$ cat config.mk
export PLATFORM = sky130hd
export DESIGN_NAME = mux2_arbiter
export DESIGN_NICKNAME = d
export VERILOG_FILES = /design/src/rtl/mux2_arbiter.sv
export SDC_FILE = /design/constraint.sdc
export NUM_CORES = 1
export LEC_CHECK = 0
export ABC_CLOCK_PERIOD_IN_PS = 2220
export CELL_PAD_IN_SITES_DETAIL_PLACEMENT = 1
export CELL_PAD_IN_SITES_GLOBAL_PLACEMENT = 2
export CORE_MARGIN = 4
export CORE_UTILIZATION = 21
export DETAILED_ROUTE_END_ITERATION = 12
export PLACE_DENSITY = 0.83
export RECOVER_POWER = 50
export SKIP_CTS_REPAIR_TIMING = 1
export SYNTH_ARGS = -nofsm -noshare
export SYNTH_HDL_FRONTEND = slang
export SYNTH_SLANG_ARGS = --single-unit
$ cat constraint.sdc
create_clock -name clk -period 2.22 [get_ports clk]
set_input_delay 0.444 -clock clk [delete_from_list [all_inputs] [get_ports clk]]
set_output_delay 0.444 -clock clk [all_outputs]
set_load 0.005 [all_outputs]
$ cat src/rtl/mux2_arbiter.sv
// Round-robin arbiter owning the select of a shared 2:1 data mux.
// Grants are registered; a contested grant is pre-empted after MAX_HOLD cycles.
module mux2_arbiter #(
    parameter int WIDTH    = 8,
    parameter int MAX_HOLD = 4
) (
    input  logic             clk,
    input  logic             rst,
    input  logic [1:0]       req,
    input  logic [WIDTH-1:0] data_a,
    input  logic [WIDTH-1:0] data_b,
    output logic [1:0]       gnt,
    output logic             sel,
    output logic             out_valid,
    output logic [WIDTH-1:0] out_data
);

    localparam int CW   = (MAX_HOLD < 1) ? 1 : $clog2(MAX_HOLD + 1);
    localparam int CMAX = (MAX_HOLD == 0) ? 0 : MAX_HOLD - 1;
    localparam logic [CW-1:0] CNT_MAX = CW'(CMAX);

    typedef enum logic [1:0] {
        IDLE = 2'd0,
        G0   = 2'd1,
        G1   = 2'd2
    } state_t;

    state_t        state_q, state_d;
    logic [CW-1:0] cnt_q, cnt_d;
    logic          ptr_q, ptr_d;
    logic          sel_q, sel_d;
    logic [1:0]    gnt_q, gnt_d;
    logic          hold_up;

    assign hold_up = (MAX_HOLD != 0) && (cnt_q == CNT_MAX);

    // Next grant state, grant age, last-granted pointer and select.
    always_comb begin
        state_d = state_q;
        cnt_d   = cnt_q;
        ptr_d   = ptr_q;
        sel_d   = sel_q;
        gnt_d   = 2'b00;

        case (state_q)
            IDLE: begin
                case (req)
                    2'b01:   state_d = G0;
                    2'b10:   state_d = G1;
                    2'b11:   state_d = ptr_q ? G0 : G1;
                    default: state_d = IDLE;
                endcase
            end
            G0: begin
                if (!req[0] && req[1])
                    state_d = G1;
                else if (!req[0])
                    state_d = IDLE;
                else if (req[1] && hold_up)
                    state_d = G1;
            end
            G1: begin
                if (!req[1] && req[0])
                    state_d = G0;
                else if (!req[1])
                    state_d = IDLE;
                else if (req[0] && hold_up)
                    state_d = G0;
            end
            default: state_d = IDLE;
        endcase

        if (state_d != state_q)
            cnt_d = '0;
        else if (state_q != IDLE && cnt_q != CNT_MAX)
            cnt_d = cnt_q + 1'b1;

        if (state_d == G0) begin
            ptr_d = 1'b0;
            sel_d = 1'b0;
            gnt_d = 2'b01;
        end else if (state_d == G1) begin
            ptr_d = 1'b1;
            sel_d = 1'b1;
            gnt_d = 2'b10;
        end
    end

    // State register; reset clears outputs without waiting for a clock.
    always_ff @(posedge clk or posedge rst) begin
        if (rst) begin
            state_q <= IDLE;
            cnt_q   <= '0;
            ptr_q   <= 1'b1;
            sel_q   <= 1'b0;
            gnt_q   <= 2'b00;
        end else begin
            state_q <= state_d;
            cnt_q   <= cnt_d;
            ptr_q   <= ptr_d;
            sel_q   <= sel_d;
            gnt_q   <= gnt_d;
        end
    end

    assign gnt       = gnt_q;
    assign sel       = sel_q;
    assign out_valid = |gnt_q;
    assign out_data  = out_valid ? (sel_q ? data_b : data_a) : '0;

endmodule

* Word level (Yosys, flattened, before mapping)
Cells that the tools add are included. Widths: inputs -> output; s select.
Storage, ports and cells: word-level logic and storage cells 45, register bits after elaboration 9, output and inout bits 12, input bits 20
Cells by class: $add $sub $neg 1, reductions and logical operators 12, mux-type cells 17, equality and inequality tests 10
Operators with widths (count):
- $mux 2 | 9
- $mux 8 | 2
- $pmux 2 s3 | 2
- $eq 2x2->1 const B | 4
- $eq 2x1->1 const B | 3
- $mux 3 | 2
- $reduce_bool 2->1 | 3
- $logic_and 1x1->1 | 5
- $add 3x1->3 const B | 1
- $eq 3x2->1 const B | 1
- $ne 3x2->1 const B | 1
- $logic_not 1->1 | 2
- $logic_not 2->1 | 1
- $mux 1 | 2
- $ne 2x2->1 | 1
- $reduce_or 2->1 | 1

* Logic depth before layout (Yosys ltp)
depth after elaboration 9, gate-level depth with buffers 8, gate-level depth less buffers 8

* Worst setup path after synthesis
No wires, ideal clock.
kind flip-flop to flip-flop, start register cnt_q[0], end register sel_q, in the netlist sel, buffers on the path 0, cell stages (with the launch flop) 9, slack 301 ps, period minus slack after synthesis 1919 ps, arrival 1796 ps, required time 2097 ps, setup time 123 ps, cells stage by stage dfrtp_1 -> ha_1 -> ha_1 -> mux2_2 -> a21oi_1 -> o211a_1 -> ha_1 -> nor2b_1 -> a21oi_1
Between the ends: cells in the longest elaborated chain, start to end 8, elaborated cells on any way between the ends 14, those cells by class 3 x eq/ne; 8 x mux; 3 x reduce/logical
RTL lines:
- start, declared | line 29 | logic [CW-1:0] cnt_q, cnt_d;
- start signal, assigned | line 99 | cnt_q <= cnt_d;
- $eq 3x2->1 * | line 35 | assign hold_up = (MAX_HOLD != 0) && (cnt_q == CNT_MAX);
- $logic_and 1x1->1 (on tied branches) | line 67, 59
- $mux 2 (on tied branches) | line 67, 59
- $mux 2 (on tied branches) | line 65, 57
- $mux 2 (on tied branches) | line 63, 55
- $pmux 2 s3 * | line 45 | case (state_q)
- via state_d[1] | line 28 | state_t state_q, state_d;
- $eq 2x1->1 or $eq 2x2->1 (tied branches) | line 78, 82
- $mux 1 or $reduce_bool 2->1 (tied branches)
- end signal, assigned | line 101 | sel_q <= sel_d;
- end, declared | line 31 | logic sel_q, sel_d;
Mark *: on every way through the listed nets, which the timed path passes. The rest lies on a longest branch. A chain may end at the register's enable or synchronous reset.

* Final worst setup path
Same ends and word-level chain as after synthesis.

==> run summary <==
CP bufs+invs: 0
Die Footprint: 0.00386 mm2
clock power share: 0.169
max_cap viols: 0
WP depth: 8
Max Slew Vio Count: 0
Final nets: 123
Final Worst Setup Slack: 0.163 ns
largest net degree at the start of global routing: 11
register area: 228 um2
Total Wirelength: 1.70 mm
syn avg cell area: 9.62 um2
transition time of the tightest slew-check pin: 0.429 ns
YS warnings: 0
core area: 0.00278 mm2
Chip Width: 62.1 um
status: complete, no violations
crit path DAT: 2.21 ns
worst hold path cell count: 2
sequential-to-total area share from yosys stat: 0.368
switching fraction of total power: 0.347
Multi-input gate area: 349 um2
number of buffers added on ports: 31
antenna violations before repair: 0
post-route DRC violation count: 0
Num CTS Buffers: 3
Layout Area Growth over Synthesis: 60.2%
Antenna Diode Count: 0
worst skew pair latency: 0.26 ns
critical path startpoint category: flip-flop
Hold EP: ptr_q$_DFFE_PP1P_
GPL Wtd Cong: 0.750
HP Start: ptr_q$_DFFE_PP1P_
cell accounting for the most synthesized area: dfrtp_1
cell count after synthesis: 64
Filler cells: 328
via count: 613
CP top delay family: adder cells
worst r2r src: cnt_q[0]$_DFFE_PP0P_
TritonCTS clock tree: done
crit path max-delay cell type: dfrtp_1
Worst Path Max Fanout: 4
skew final: 0.000435 ns
Pwr per Cell Area: 789 mW/mm2
max incr delay on CP: 0.39 ns
Clock transition at path regs: 0.06 ns
reg2reg setup slack: 0.16 ns
pre-CTS setup slack: 0.155 ns
register share of total power: 0.353
H-tree levels: 1
Synth top area share: 0.325
largest cells by area after synthesis: dfrtp_1 (33%), mux2i_1 (16%), ha_1 (8.1%)
Total Negative Setup Slacks: 0 ns
Max Clk Rate: 486 MHz
Initial DRC Count: 13
Mapped Nets: 88
ANT nets after route: 0
unrepaired setup endpoints after global routing: false
Clock Sinks: 9
Root Driver: clkbuf_4
vias per std cell: 4.75
routed len/inst: 13.2 um
first-pass GRT wire length: 2.90 mm
DPL Wire Length: 1.39 mm
Ports: 32
P_sw: 0.270 mW
layout cells sized above 1: 0.102
CP most frequent cell: ha_1
final hold vios: 0
crit path launch: cnt_q[0]$_DFFE_PP0P_
CTS max path bufs: 2
Gate power share: 0.477
worst reg2reg path depth: 8
Int Power: 0.508 mW
synth unique cells: 21
Rows: 19
static leakage: 0.485 nW
data required time of the critical path: 2.37 ns
critical-path cell list: ha_1, ha_1, mux2_2, a21oi_1, o211a_1, ha_1, nor2b_2, a21oi_1
Post-Syn Area: 616 um2
HP Class: flip-flop to flip-flop
worst relative slew slack: 0.713
CP Class: flip-flop to flip-flop
vias in the first global route: 622
fin crit period: 2.06 ns
Die Ht: 62.1 um
grt ovf: 0
endpoint class of the critical path: flip-flop
Total GRT Usage: 0.0916
Worst VDD drop: 0.320 mV
number of synthesized register bits: 9
drt pass-1 iters: 4
crit share post-route: 0.927
starting density of the core: 0.221
final setup vio count: 0
Layout Utilization: 0.354
Reg2Reg Capture Point: sel$_DFFE_PP0P_
[power by group through the flow]
stage,Clock (mW),Sequential (mW),Combinational (mW)
6_report,0.132,0.275,0.371
5_1_grt,0.146,0.286,0.409
4_1_cts,0.138,0.276,0.378
3_5_place_dp,0,0.279,0.375
3_3_place_gp,0,0.275,0.369
2_1_floorplan,0,0.241,0.227
[layout make-up]
type	instances	area share
Multi-Input combinational cell	46	0.354
Timing Repair Buffer	32	0.322
Sequential cell	9	0.231
Tap cell	31	0.0393
Clock buffer	4	0.0266
Inverter	7	0.0266
[cells in the final DEF (no fill, tap or decap), drive strengths merged]
cell type	netlist	final
clkdlybuf4s50	0	27
nor2	10	10
mux2i	10	10
dfrtp	8	8
inv	7	7
a21oi	6	6
ha	4	4
dlygate4sd3	0	4
clkbuf	0	4
nand3b	2	2
a21o	2	2
xor2	2	2
nand2	2	2
nor2b	1	1
o32a	1	1
o21bai	1	1
a221oi	1	1
mux2	1	1
o211a	1	1
o211ai	1	1
o21ai	1	1
buf	2	1
dfstp	1	1
[worst reg2reg max path, cell delays in order (launching register included)]
cell	delay, ns
dfrtp_1	0.39
ha_1	0.21
ha_1	0.23
mux2_2	0.30
a21oi_1	0.18
o211a_1	0.19
ha_1	0.26
nor2b_2	0.14
a21oi_1	0.05
[synth_stat cells, drive strengths merged]
library cell / instances
inv: 7
a21o: 2
buf: 2
o32a: 1
ha: 4
a21oi: 6
mux2i: 10
o211a: 1
nor2: 10
dfrtp: 8
nand3b: 2
xor2: 2
dfstp: 1
o21ai: 1
nor2b: 1
a221oi: 1
mux2: 1
o211ai: 1
o21bai: 1
nand2: 2
[worst max path at each step]
stage | slack (ns) | end
final | 0.16 | sel$_DFFE_PP0P_
after global routing | 0.03 | sel$_DFFE_PP0P_
after CTS | 0.05 | out_data[5]
after detailed placement | 0.15 | sel$_DFFE_PP0P_
after global placement | 0.18 | out_data[6]
after floorplan | 0.30 | sel$_DFFE_PP0P_
[flip-flops by register name, summed over array words and instances (netlist names)]
name / cells
cnt_q: 3
gnt: 2
ptr_q: 1
sel: 1
state_q: 2
[per-layer routing]
layer,GRT usage,up-vias,wire length [um]
li1,-,287,-
met1,0.125,288,858
met2,0.131,34,684
met3,0.0288,4,137
met4,0.0407,0,21
met5,0,-,0
[cells by family (layout without fill, tap and decap cells)]
family / Yosys count / count (layout) / share of synthesized area
AO/OA/AOI/OAI: 14 / 14 / 0.165
XOR/XNOR: 2 / 2 / 0.0285
adder cells (fa/ha/maj): 4 / 4 / 0.0813
buffers and inverters: 9 / 43 / 0.0691
flip-flops: 9 / 9 / 0.368
multiplexers: 11 / 11 / 0.181
AND/OR/NAND/NOR: 15 / 15 / 0.108
[stage by stage]
step / total power, mW / instance area [um2] / cells / hold WS [ns]
floorplan: 0.468 / 616 / 64 / 0.271
global placement: 0.644 / 956 / 125 / 0.469
detailed placement: 0.655 / 956 / 125 / 0.483
CTS: 0.792 / 982 / 129 / 0.459
global route: 0.842 / 986 / 129 / 0.502
finish: 0.778 / 986 / 129 / 0.484
No activity file was read; power rests on OpenSTA's default activity.
